===== config.mk =====
export PLATFORM = sky130hd
export DESIGN_NAME = access_profile_encoder
export DESIGN_NICKNAME = d
export VERILOG_FILES = /design/src/rtl/access_profile_encoder.sv
export SDC_FILE = /design/constraint.sdc
export NUM_CORES = 1
export LEC_CHECK = 0
export BUFFER_PORTS_ARGS = -buffer_cell sky130_fd_sc_hd__buf_2
export CAP_MARGIN = 20
export CORE_ASPECT_RATIO = 1.25
export CORE_UTILIZATION = 38
export DETAILED_ROUTE_END_ITERATION = 16
export PLACE_DENSITY = 0.56
export SYNTH_ARGS = -nofsm -noshare
export SYNTH_HDL_FRONTEND = slang
export SYNTH_SLANG_ARGS = --single-unit

===== constraint.sdc =====
create_clock -name clk -period 2.9 [get_ports clk]
set_clock_uncertainty 0.2 [all_clocks]
set_input_delay 0.145 -clock clk [delete_from_list [all_inputs] [get_ports clk]]
set_output_delay 0.145 -clock clk [all_outputs]
set_load 0.02 [all_outputs]

===== src/rtl/access_profile_encoder.sv =====
// Transmit side of the access-profile switch interface: encodes a requested
// (institution, profile, access) tuple into CH/B words and collects the grant.
module access_profile_encoder #(
  parameter int SETTLE_CYCLES  = 4,
  parameter int TIMEOUT_CYCLES = 16,
  parameter int CNT_W          = 5
) (
  input  logic       clk,
  input  logic       rst_n,
  input  logic       req_valid,
  output logic       req_ready,
  input  logic       req_ie,
  input  logic [1:0] req_profile,
  input  logic       req_access,
  output logic [7:0] ch_out,
  output logic [3:0] b_out,
  input  logic       resp_valid,
  input  logic       resp_grant,
  output logic       done,
  output logic       granted,
  output logic       timeout
);

  typedef enum logic [1:0] {
    IDLE   = 2'd0,
    SETTLE = 2'd1,
    WAIT   = 2'd2,
    DONE   = 2'd3
  } state_t;

  localparam logic [CNT_W-1:0] SETTLE_LAST  = CNT_W'(SETTLE_CYCLES - 1);
  localparam logic [CNT_W-1:0] TIMEOUT_LAST = CNT_W'(TIMEOUT_CYCLES - 1);

  state_t           state_q, state_d;
  logic [CNT_W-1:0] cnt_q, cnt_d;
  logic [7:0]       ch_q, ch_d;
  logic [3:0]       b_q, b_d;
  logic             ready_q, ready_d;
  logic             done_q, done_d;
  logic             granted_q, granted_d;
  logic             timeout_q, timeout_d;
  logic [2:0]       code;

  always_comb begin
    case (req_profile)
      2'd0:    code = 3'b101;
      2'd1:    code = 3'b011;
      2'd2:    code = 3'b001;
      default: code = 3'b110;
    endcase
  end

  always_comb begin
    state_d   = state_q;
    cnt_d     = cnt_q;
    ch_d      = ch_q;
    b_d       = b_q;
    granted_d = granted_q;
    timeout_d = timeout_q;
    case (state_q)
      IDLE: begin
        ch_d  = '0;
        b_d   = '0;
        cnt_d = '0;
        // ready_q gates acceptance so the first cycle after reset is never ready
        if (req_valid && ready_q) begin
          state_d = SETTLE;
          ch_d    = req_ie ? {4'b0000, code, req_access} : {code, req_access, 4'b0000};
          b_d     = req_ie ? 4'b0001 : 4'b0100;
        end
      end
      SETTLE: begin
        if (cnt_q == SETTLE_LAST) begin
          cnt_d   = '0;
          state_d = WAIT;
        end else begin
          cnt_d = cnt_q + CNT_W'(1);
        end
      end
      WAIT: begin
        if (resp_valid) begin
          granted_d = resp_grant;
          timeout_d = 1'b0;
          state_d   = DONE;
          cnt_d     = '0;
          ch_d      = '0;
          b_d       = '0;
        end else if (cnt_q == TIMEOUT_LAST) begin
          granted_d = 1'b0;
          timeout_d = 1'b1;
          state_d   = DONE;
          cnt_d     = '0;
          ch_d      = '0;
          b_d       = '0;
        end else begin
          cnt_d = cnt_q + CNT_W'(1);
        end
      end
      DONE: begin
        state_d = IDLE;
        ch_d    = '0;
        b_d     = '0;
      end
      default: begin
        state_d = IDLE;
        cnt_d   = '0;
        ch_d    = '0;
        b_d     = '0;
      end
    endcase
    ready_d = (state_d == IDLE);
    done_d  = (state_d == DONE);
  end

  always_ff @(posedge clk or negedge rst_n) begin
    if (!rst_n) begin
      state_q   <= IDLE;
      cnt_q     <= '0;
      ch_q      <= '0;
      b_q       <= '0;
      ready_q   <= 1'b0;
      done_q    <= 1'b0;
      granted_q <= 1'b0;
      timeout_q <= 1'b0;
    end else begin
      state_q   <= state_d;
      cnt_q     <= cnt_d;
      ch_q      <= ch_d;
      b_q       <= b_d;
      ready_q   <= ready_d;
      done_q    <= done_d;
      granted_q <= granted_d;
      timeout_q <= timeout_d;
    end
  end

  assign req_ready = ready_q;
  assign ch_out    = ch_q;
  assign b_out     = b_q;
  assign done      = done_q;
  assign granted   = granted_q;
  assign timeout   = timeout_q;

endmodule


== Yosys cells after proc, flatten, opt, wreduce, memory -nomap -nowiden ==
Cells that the tools add are included.
Cells by class
  add/sub/neg operators: 1
  equality and inequality tests: 9
  mux-type cells: 24
  reduce and logical (&&, ||, !) cells: 9
Operator list (number)
  two-way mux 8 bit: 4
  case mux 8 bit (3 select lines): 1
  two-way mux 5 bit: 3
  case mux 5 bit (3 select lines): 1
  case mux 4 bit (3 select lines): 1
  case mux 3 bit (3 select lines): 1
  equality test 2 bit (second input constant): 4
  two-way mux 2 bit: 4
  two-way mux 4 bit: 2
  case mux 2 bit (4 select lines): 1
  logical NOT 2 bit: 3
  two-way mux 3 bit: 2
  nonzero test 3 bit: 2
  adder 5 x 1 -> 5 bit (second input constant): 1
  equality test 5 x 2 -> 1 bit (second input constant): 1
  equality test 5 x 4 -> 1 bit (second input constant): 1
  equality test 2 x 1 -> 1 bit (second input constant): 2
  two-way mux 1 bit: 4
  AND reduction 2 bit: 2
  != test 3 bit (second input constant): 1
  nonzero test 2 bit: 1
  logical AND 1 bit: 1
Word-level totals
  register bits after elaboration: 23
  input bits: 9
  output and inout bits: 16
  word-level logic and storage cells: 51

== Longest topological paths before layout ==
Gate-level depths: netlist of run 1.
  depth in word-level cells: 5
  depth in mapped cells: 9
  mapped depth without buffers: 8

== Worst setup path before layout of run 1 ==
No wires, ideal clock.
  kind: reg2reg
  start: reg cnt_q[0]
  end: reg cnt_q[2]
  library setup time: 63 ps
  arrival: 1671 ps
  data required time: 2637 ps
  slack: 966 ps
  cell stages (with the launch flop): 9
  buffers on the path: 0
  path through: dfrtp_1 ha_1 nand3_1 inv_1 ha_1 nor3b_1 a2bb2oi_2 nor4b_1 a21o_2
On the way
  word-level cells in the longest chain between the ends: 4
Ends and longest elaborated chain
  start, declared: RTL line 35  | logic [CNT_W-1:0] cnt_q, cnt_d;
  start signal, assigned: RTL line 127  | cnt_q <= cnt_d;
  adder 5 x 1 -> 5 bit or equality test 5 x 4 -> 1 bit (tied branches): RTL line 77, 96, 88
  two-way mux 5 bit: RTL line 88  | end else if (cnt_q == TIMEOUT_LAST) begin
  two-way mux 5 bit: RTL line 81  | if (resp_valid) begin
  case mux 5 bit (3 select lines) *: RTL line 60  | case (state_q)
Every way passes the cells marked *; elsewhere a longest branch is shown, timed or not.
A chain may end at the register's enable or synchronous reset.

== Worst setup path after layout of run 1 ==
Ends and elaborated chain as after synthesis.

==> results of run 1 <==
-- cells by family after synthesis --
group                    Yosys count
flip-flops                        21
buffers and inverters              9
adder cells (fa/ha/maj)           12
other                              1
AND/OR/NAND/NOR                   37
AO/OA/AOI/OAI                     25
-- worst max path at each step --
stage | start | end
3_3_place_gp | cnt_q[0]$_DFFE_PN0P_ | cnt_q[2]$_DFFE_PN0P_
3_5_place_dp | cnt_q[0]$_DFFE_PN0P_ | cnt_q[2]$_DFFE_PN0P_
5_1_grt | cnt_q[0]$_DFFE_PN0P_ | cnt_q[2]$_DFFE_PN0P_
2_1_floorplan | cnt_q[0]$_DFFE_PN0P_ | cnt_q[2]$_DFFE_PN0P_
6_report | cnt_q[0]$_DFFE_PN0P_ | cnt_q[2]$_DFFE_PN0P_
4_1_cts | cnt_q[0]$_DFFE_PN0P_ | cnt_q[2]$_DFFE_PN0P_
-- state kept, by name, indices dropped and copies added (netlist names) --
| name | cells |
|---|---|
| cnt_q | 5 |
| state_q | 2 |
| ch_out | 8 |
| done | 1 |
| granted | 1 |
| b_out | 2 |
| req_ready | 1 |
| timeout | 1 |
-- per-layer routing --
metal / GRT usage / part of all wire / vias up
li1: - / - / 416
met1: 0.214 / 0.48 / 396
met2: 0.242 / 0.47 / 18
met3: 0.0316 / 0.042 / 2
met4: 0.0521 / 0.0071 / 0
met5: 0 / 0 / -
-- stage by stage --
stage          hold slack, ps  total power [W]  std cells
3_3_place_gp            -65.0         0.000834        158
4_1_cts                  32.9         0.000988        168
3_5_place_dp            -56.5         0.000835        158
6_report                 37.1         0.000973        168
5_1_grt                  62.6          0.00106        168
2_1_floorplan            -351         0.000719        106
-- worst max-delay path: cells and delay by family (launching register included) --
family	cells	cell delay, ps
AOI/OAI and AO/OA	2	290
adders and majority gates	2	470
buffers and inverters	1	50
DFF	1	430
and+or+nand+nor	3	710
-- power by group through the flow --
stage               logic, W  registers, W  clock network (W)
finish              0.000416      0.000414           0.000143
floorplan           0.000240      0.000479                  0
CTS                 0.000422      0.000415           0.000151
global route        0.000466      0.000427           0.000164
detailed placement  0.000414      0.000420                  0
global placement    0.000416      0.000418                  0
-- placed cells by master, fill, tap and decap left out, drive strengths merged, types with 4 or more instances in the layout --
cell type / netlist / routed
a22o: 4 / 4
dlygate4sd3: 0 / 6
dfrtp: 21 / 21
buf: 3 / 22
o21ai: 8 / 8
ha: 12 / 12
nand2: 15 / 15
nand3: 4 / 4
inv: 5 / 5
a21oi: 4 / 4
-- area by class of cell --
type                    count  area share
clock buffers               3      0.0168
clock inverters             1     0.00374
inverters                   5      0.0140
multi-input cells          76       0.413
flip-flops and latches     21       0.393
well taps                  34      0.0318
repair buffers             28       0.127
==> flow_metrics.tcl, run 1 <==
set metrics [dict create \
    crit_path_frequent_cell "ha_1" \
    num_rows 21 \
    cts_tree "done" \
    rr_worst_depth 8 \
    io_pins 25 \
    synthMuxAreaShare 0 \
    holdPathStages 3 \
    worst_setup_path_end_kind "flop" \
    wirelength_um 2110 \
    die_h_um 62.6 \
    grt_pass1_wl_um 3760 \
    worstSetupStartpointType "flop" \
    drcViolationCount 0 \
    synthAdderAreaFrac 0.134 \
    fin_crit_ps 2200 \
    worst-r2r-setup-slack_ps 700 \
    final_max_slew_viol_count 0 \
    synth-compound-area-share 0.168 \
    final.period_utilization 0.758 \
    r2r-start "cnt_q[0]$_DFFE_PN0P_" \
    p_int_w 0.000584 \
    antenna_found_initial 0 \
    min_path_type "in2reg" \
    switching_share 0.400 \
    fin_nets 156 \
    setup_violations 0 \
    final-seq-area_um2 526 \
    worstPathMaxFanout 5 \
    required_ps 2950 \
    die-area_um2 3160 \
    coreArea_um2 2730 \
    cts_resized 0 \
    synth_top_area_frac 0.470 \
    layout_setup_ws_ps 703 \
    cts.path.max_buffers 2 \
    hold_viol_final 0 \
    maxSlewHeadroom 0.651 \
    cp.arrival_ps 2250 \
    synth_common_cells "21 x dfrtp_1, 15 x nand2_1, 12 x ha_1" \
    die_width_um 50.5 \
    p_leak_nw 0.705 \
    cts_setup_buffers 0 \
    power_frac_comb 0.427 \
    io_buffers 22 \
    synthXorXnorAreaFrac 0 \
    grt_overflow 0 \
    status "complete, no violations" \
    whs_endpoint "ch_out[3]$_DFFE_PN0P_" \
    clkLatencyLatePin_ps 300 \
    dp_hpwl_um 1590 \
    max_stage_delay_ps 430 \
    dpl_cell_area_um2 1250 \
    syn_area_per_cell_um2 10.6 \
    critPathKind "reg2reg" \
    synth_most_common_cell "dfrtp_1" \
    ys.flop_type "dfrtp_1" \
    r2r-end "cnt_q[2]$_DFFE_PN0P_" \
    worstPathCellList "ha_1, nand3_1, inv_1, ha_1, nor3b_1, a2bb2oi_2, nor4b_1, a21o_2" \
    yosysTopAreaCell "dfrtp_1" \
    peakVddDrop_uv 364 \
    p_per_area_nw_per_um2 727 \
    viasPerCell 4.95 \
    grt_max_degree 22 \
    synth_top_family_by_area "simple AND/OR/NAND/NOR gates" \
    yosys_warnings 0 \
    power_frac_seq 0.426 \
    dr.pass1.iters 4 \
    track_usage 0.156 \
    layout-drive-gt1-share 0.239 \
    holdBufCountCts 6 \
    cts-root-buf "clkbuf_4" \
    fin_setup_tns_ps 0 \
    stdcell_area_um2 1340 \
    nFillCells 270 \
    wl_per_cell_um 12.5 \
    multiInputGateArea_um2 553 \
    synth-seq-cells 21 \
    hold_start "req_profile[0]" \
    cts_max_level 1 \
    p_switching_w 0.000389 \
    netlist_top_cells_area "dfrtp_1 47%, ha_1 13%, nand2_1 5.0%, o21ai_0 3.6%, a22o_1 3.1%" \
    cts_made_buffers 3 \
    place_congestion 0.795 \
    synth_area_um2 1120 \
    dp_slack_ps 717 \
    synth.distinct_cells 32 \
    clk_pin_slew_ps 120 \
    syn_inst 105 \
    seq_area_frac_synth 0.470 \
    diodes 0 \
    worst-slew-pin-transition_ps 519 \
    rsz0062_at_grt "no" \
    synth_enable_flop_cells 0 \
    syn_to_final_growth_pct 19.7 \
    fmax_mhz 455 \
    clkSinkCount 21 \
    first_iter_violations 16 \
    clkPwrFrac 0.147 \
    cp_slowest_cell "dfrtp_1" \
    final_core_util 0.489 \
    cap_viol_max_count 0 \
    synth_async_sr_flop_share 1.00 \
    vias 832 \
    antenna_left 0 \
    initial_core_util 0.409 \
    synth-simple-area-share 0.186 \
    grt_pass1_vias 828 \
]
Power figures use the tool's default switching activity.
==> run 2, diff against run 1 <==
Clock period 2.9 ns to 2.2 ns, I/O delays scaled along.
==> run 2 against run 1 <==
Effect of this change: power is 33% higher; utilization is 1.2 points higher; worst setup slack worse by 550 ps; register-to-register slack worse by 550 ps; clock power is 31% higher; final cell count is 1.8% higher; first-iteration DRC count stayed put.
==> flow_metrics.tcl, run 2 (synthesis results as in run 1) <==
set metrics [dict create \
    status "complete, no violations" \
    clkLatencyLatePin_ps 300 \
    dr.pass1.iters 4 \
    r2r-start "cnt_q[0]$_DFFE_PN0P_" \
    nFillCells 271 \
    io_pins 25 \
    startpoint "cnt_q[0]$_DFFE_PN0P_" \
    grt_pass1_vias 841 \
    rsz0062_at_grt "no" \
    final_cells 171 \
    antenna_left 0 \
    worstSetupStartpointType "flop" \
    hold_viol_final 0 \
    cts.path.max_buffers 2 \
    use_met2 0.252 \
    final_max_slew_viol_count 0 \
    die_width_um 50.5 \
    final_cell_mix "22 x buf_2, 21 x dfrtp_1, 15 x nand2_1" \
    globalRouteMet3Util 0.0292 \
    critPathKind "reg2reg" \
    place_congestion 0.825 \
    grt_use_met1 0.201 \
    required_ps 2250 \
    peakVddDrop_uv 490 \
    fin_crit_ps 2040 \
    clk_pin_slew_ps 120 \
    p_switching_w 0.000516 \
    max_stage_delay_ps 430 \
    cts_made_buffers 3 \
    fin_nets 159 \
    die_h_um 62.6 \
    crit_path_frequent_cell "ha_1" \
    fin_setup_tns_ps 0 \
    largest_reg_flops 8 \
    diodes 0 \
    min_path_type "in2async" \
    grt_pass1_wl_um 3750 \
    cts_max_level 1 \
    power_frac_seq 0.421 \
    final.period_utilization 0.929 \
    stdcell_area_um2 1370 \
    p_per_area_nw_per_um2 946 \
    grt_max_degree 22 \
    viasPerCell 4.98 \
    die-area_um2 3160 \
    dpl_cell_area_um2 1260 \
    clkPwrFrac 0.145 \
    setup_violations 0 \
    power_frac_comb 0.434 \
    drcViolationCount 0 \
    cap_viol_max_count 0 \
    grt_overflow 0 \
    worstPathMaxFanout 5 \
    syn_to_final_growth_pct 22.6 \
    num_rows 21 \
    p_int_w 0.000779 \
    worst_setup_path_end_kind "flop" \
    cts-root-buf "clkbuf_4" \
    antenna_found_initial 0 \
    cp.arrival_ps 2100 \
    track_usage 0.156 \
    cts_tree "done" \
    worstPathCellList "ha_1, nand3_1, inv_1, ha_1, nor3b_2, a2bb2oi_2, nor4b_1, a21o_2" \
    cp_slowest_cell "dfrtp_1" \
    initial_core_util 0.409 \
    p_leak_nw 0.721 \
    place_inst 159 \
    wl_per_cell_um 12.3 \
    io_buffers 22 \
    busiest_layer "met2" \
    final_common_cell "buf_2" \
    vias 851 \
    fmax_mhz 489 \
    clkSinkCount 21 \
    wirelength_um 2100 \
    first_iter_violations 16 \
    dp_hpwl_um 1550 \
    switching_share 0.399 \
    layout-drive-gt1-share 0.248 \
    coreArea_um2 2730 \
]
==> run 2: cell types whose count changed in the layout (fill, tap and decap cells not counted) <==
cell,change
dlygate4sd3_1,+2
nor3b_1,-1
nor3b_2,+1
buf_4,+1
==> run 2: path summary, 6_finish.rpt <==
check	slack [ps]	end	cells past startpoint
max	160	cnt_q[2]$_DFFE_PN0P_	8
max in group asynchronous	1400	ch_out[2]$_DFFE_PN0P_	2
min	80	timeout$_DFFE_PN0P_	2
max reg2reg	160	cnt_q[2]$_DFFE_PN0P_	8
min reg2reg	290	b_out[0]$_DFFE_PN0P_	2
min in group clk	290	b_out[0]$_DFFE_PN0P_	2
==> run 2: power groups by stage <==
stage                     sequential (W)  combinational [W]  clock [W]
after detailed placement        0.000554           0.000554          0
after global placement          0.000551           0.000554          0
final                           0.000545           0.000562   0.000188
after global routing            0.000560           0.000632   0.000208
after floorplan                 0.000631           0.000317          0
after CTS                       0.000547           0.000569   0.000193
==> run 2: area by class of cell <==
cell class | count | area [um^2] | area share
inverters | 5 | 18.8 | 0.0137
multi-input cells | 76 | 558 | 0.407
repair buffers | 31 | 198 | 0.144
flip-flops and latches | 21 | 526 | 0.384
clock buffers | 3 | 22.5 | 0.0164
well taps | 34 | 42.5 | 0.0311
clock inverters | 1 | 5.00 | 0.00365
==> run 2: repair_timing <==
action,4_1_cts,5_1_grt
hold buffers,8,0
setup endpoints to repair,0,11
hold endpoints to repair,33,0
buffers inserted,0,0
resized for setup,0,1
==> run 2: routing by layer <==
layer,vias up,share of wire
li1,424,-
met4,0,0.0072
met1,407,0.48
met2,18,0.48
met5,-,0
met3,2,0.039
==> run 2: metrics by stage <==
| stage | hold slack [ps] | total power [W] | utilization | setup slack [ps] |
|---|---|---|---|---|
| 5_1_grt | 122 | 0.00140 | 0.501 | 15.8 |
| 3_3_place_gp | -105 | 0.00110 | 0.460 | 167 |
| 4_1_cts | 95.4 | 0.00131 | 0.500 | 38.3 |
| 6_report | 78.9 | 0.00130 | 0.501 | 157 |
| 3_5_place_dp | -96.6 | 0.00111 | 0.460 | 81.2 |
| 2_1_floorplan | -386 | 0.000948 | - | 266 |
==> run 2: critical path, delay by kind of cell, from the launching register on <==
family                     cells  cell delay (ps)
AOI/OAI and AO/OA              2              260
buffers and inverters          1               50
DFF                            1              430
adders and majority gates      2              470
and+or+nand+nor                3              600
==> run 3, diff against run 2 <==
Settings changed: BUFFER_PORTS_ARGS -buffer_cell sky130_fd_sc_hd__buf_2 to -buffer_cell sky130_fd_sc_hd__buf_4.
==> run 3 against run 2 <==
Effect of this change: non-clock buffer count is 1 higher; sequential power is 1% higher; register-to-register slack worse by 30 ps; critical path type unchanged; first-iteration DRC count is 25% lower; final cell count is 0.58% higher; combinational power is 11% higher; clock power hardly changed; critical path depth is 3 lower; worst hold slack worse by 74 ps.
==> flow_metrics.tcl, run 3 (synthesis results as in run 1) <==
set metrics [dict create \
    largest_reg_flops 8 \
    die_h_um 62.6 \
    viasPerCell 4.94 \
    grt_pass1_vias 908 \
    power_frac_comb 0.457 \
    hold_viol_final 0 \
    io_buffers 22 \
    syn_to_final_growth_pct 29.6 \
    die-area_um2 3160 \
    dr.pass1.iters 4 \
    dp_hpwl_um 1660 \
    place_congestion 0.853 \
    cap_viol_max_count 0 \
    clkSinkCount 21 \
    initial_core_util 0.409 \
    cp_slowest_cell "dfrtp_1" \
    drcViolationCount 0 \
    path_buf_inv 1 \
    antenna_left 0 \
    cts_setup_buffers 0 \
    fin_setup_tns_ps 0 \
    p_per_area_nw_per_um2 945 \
    status "complete, no violations" \
    final_cell_mix "23 x buf_4, 21 x dfrtp_1, 15 x nand2_1" \
    wirelength_um 2280 \
    rsz0062_at_grt "no" \
    worst-r2r-setup-slack_ps 130 \
    cts_tree "done" \
    worst_setup_path_end_kind "flop" \
    layout-drive-gt1-share 0.261 \
    grt_pass1_wl_um 4040 \
    wl_per_cell_um 13.2 \
    fmax_mhz 483 \
    fin_nets 160 \
    cts_made_buffers 3 \
    min_path_type "in2async" \
    critical_path.top_delay_family "simple AND/OR/NAND/NOR gates" \
    cts_max_level 1 \
    worstSetupStartpointType "flop" \
    coreArea_um2 2730 \
    io_pins 25 \
    track_usage 0.169 \
    required_ps 2210 \
    rr_worst_depth 5 \
    vias 849 \
    antenna_found_initial 0 \
    num_rows 21 \
    clk_pin_slew_ps 120 \
    r2r-end "ch_out[0]$_DFFE_PN0P_" \
    grt_overflow 0 \
    final_max_slew_viol_count 0 \
    clkPwrFrac 0.140 \
    final_common_cell "buf_4" \
    hold_slack_ps 4.61 \
    switching_share 0.396 \
    setup_violations 0 \
    p_switching_w 0.000541 \
    cts-root-buf "clkbuf_4" \
    p_int_w 0.000826 \
    diodes 0 \
    critical_path_depth 5 \
    first_iter_violations 12 \
    grt_max_degree 22 \
    cp.arrival_ps 2080 \
    max_stage_delay_ps 470 \
    r2r-start "state_q[0]$_DFF_PN0_" \
    final.period_utilization 0.941 \
    clkLatencyLatePin_ps 300 \
    critPathKind "reg2reg" \
    p_leak_nw 0.738 \
    die_width_um 50.5 \
    worstPathCellList "inv_1, ha_1, nor3b_2, or2_2, a22o_1" \
    fin_crit_ps 2070 \
    peakVddDrop_uv 501 \
    worstPathMaxFanout 10 \
    power_frac_seq 0.404 \
    cts.path.max_buffers 2 \
]
[run 3: cell count changes in the layout (fill, tap and decap cells not counted)]
cell and delta:
nor4b_1 -1, buf_4 +22, nor4b_2 +1, dlygate4sd3_1 +1, nor4_1 -1, buf_2 -22, nor4_2 +1
[run 3: metal layers]
layer / global-route usage / wire length (um)
met5: 0 / 0
met4: 0.0625 / 21
met3: 0.0316 / 71
met2: 0.293 / 1140
met1: 0.202 / 1040
[run 3: final cells by class]
cell class,instances,area [um^2]
clock buffer,3,22.5
clock inverter,1,5.00
fill,268,1280
inverter,5,18.8
multi-input combinational,76,571
sequential,21,526
tap,34,42.5
timing repair buffer,32,263
[run 3: repair_timing]
item	4_1_cts	5_1_grt
endpoints found under the hold margin	34	0
endpoints found under the setup margin	0	6
hold buffers	9	0
resized for setup	0	3
[run 3: power groups by stage]
stage	registers [W]	logic, W	clock network [W]
floorplan	0.000631	0.000317	0
global placement	0.000557	0.000596	0
detailed placement	0.000560	0.000610	0
CTS	0.000553	0.000627	0.000200
global route	0.000567	0.000689	0.000220
finish	0.000552	0.000625	0.000191
[run 3: worst register-to-register path: cells and delay by family (launching register included)]
kind / cells / cell delay, ps
AND/OR/NAND/NOR: 2 / 590
adder cells (fa/ha/maj): 1 / 320
AO/OA/AOI/OAI: 1 / 260
flip-flops: 1 / 470
buffers and inverters: 1 / 120
[run 3: worst max-delay path by stage]
stage,from,end,slack [ps]
floorplan,cnt_q[0]$_DFFE_PN0P_,cnt_q[2]$_DFFE_PN0P_,270
global placement,cnt_q[0]$_DFFE_PN0P_,cnt_q[2]$_DFFE_PN0P_,170
detailed placement,cnt_q[0]$_DFFE_PN0P_,cnt_q[2]$_DFFE_PN0P_,110
CTS,cnt_q[0]$_DFFE_PN0P_,cnt_q[2]$_DFFE_PN0P_,70
global route,cnt_q[0]$_DFFE_PN0P_,ch_out[0]$_DFFE_PN0P_,10
finish,state_q[0]$_DFF_PN0_,ch_out[0]$_DFFE_PN0P_,130
[run 3: per-stage QoR]
step | worst slack, ps | utilization | area [um^2] | cells | power [W]
2_1_floorplan | 266 | - | 1120 | 106 | 0.000948
3_3_place_gp | 166 | 0.480 | 1310 | 159 | 0.00115
3_5_place_dp | 109 | 0.480 | 1310 | 159 | 0.00117
4_1_cts | 70.7 | 0.523 | 1430 | 172 | 0.00138
5_1_grt | 12.9 | 0.530 | 1450 | 172 | 0.00148
6_report | 130 | 0.530 | 1450 | 172 | 0.00137
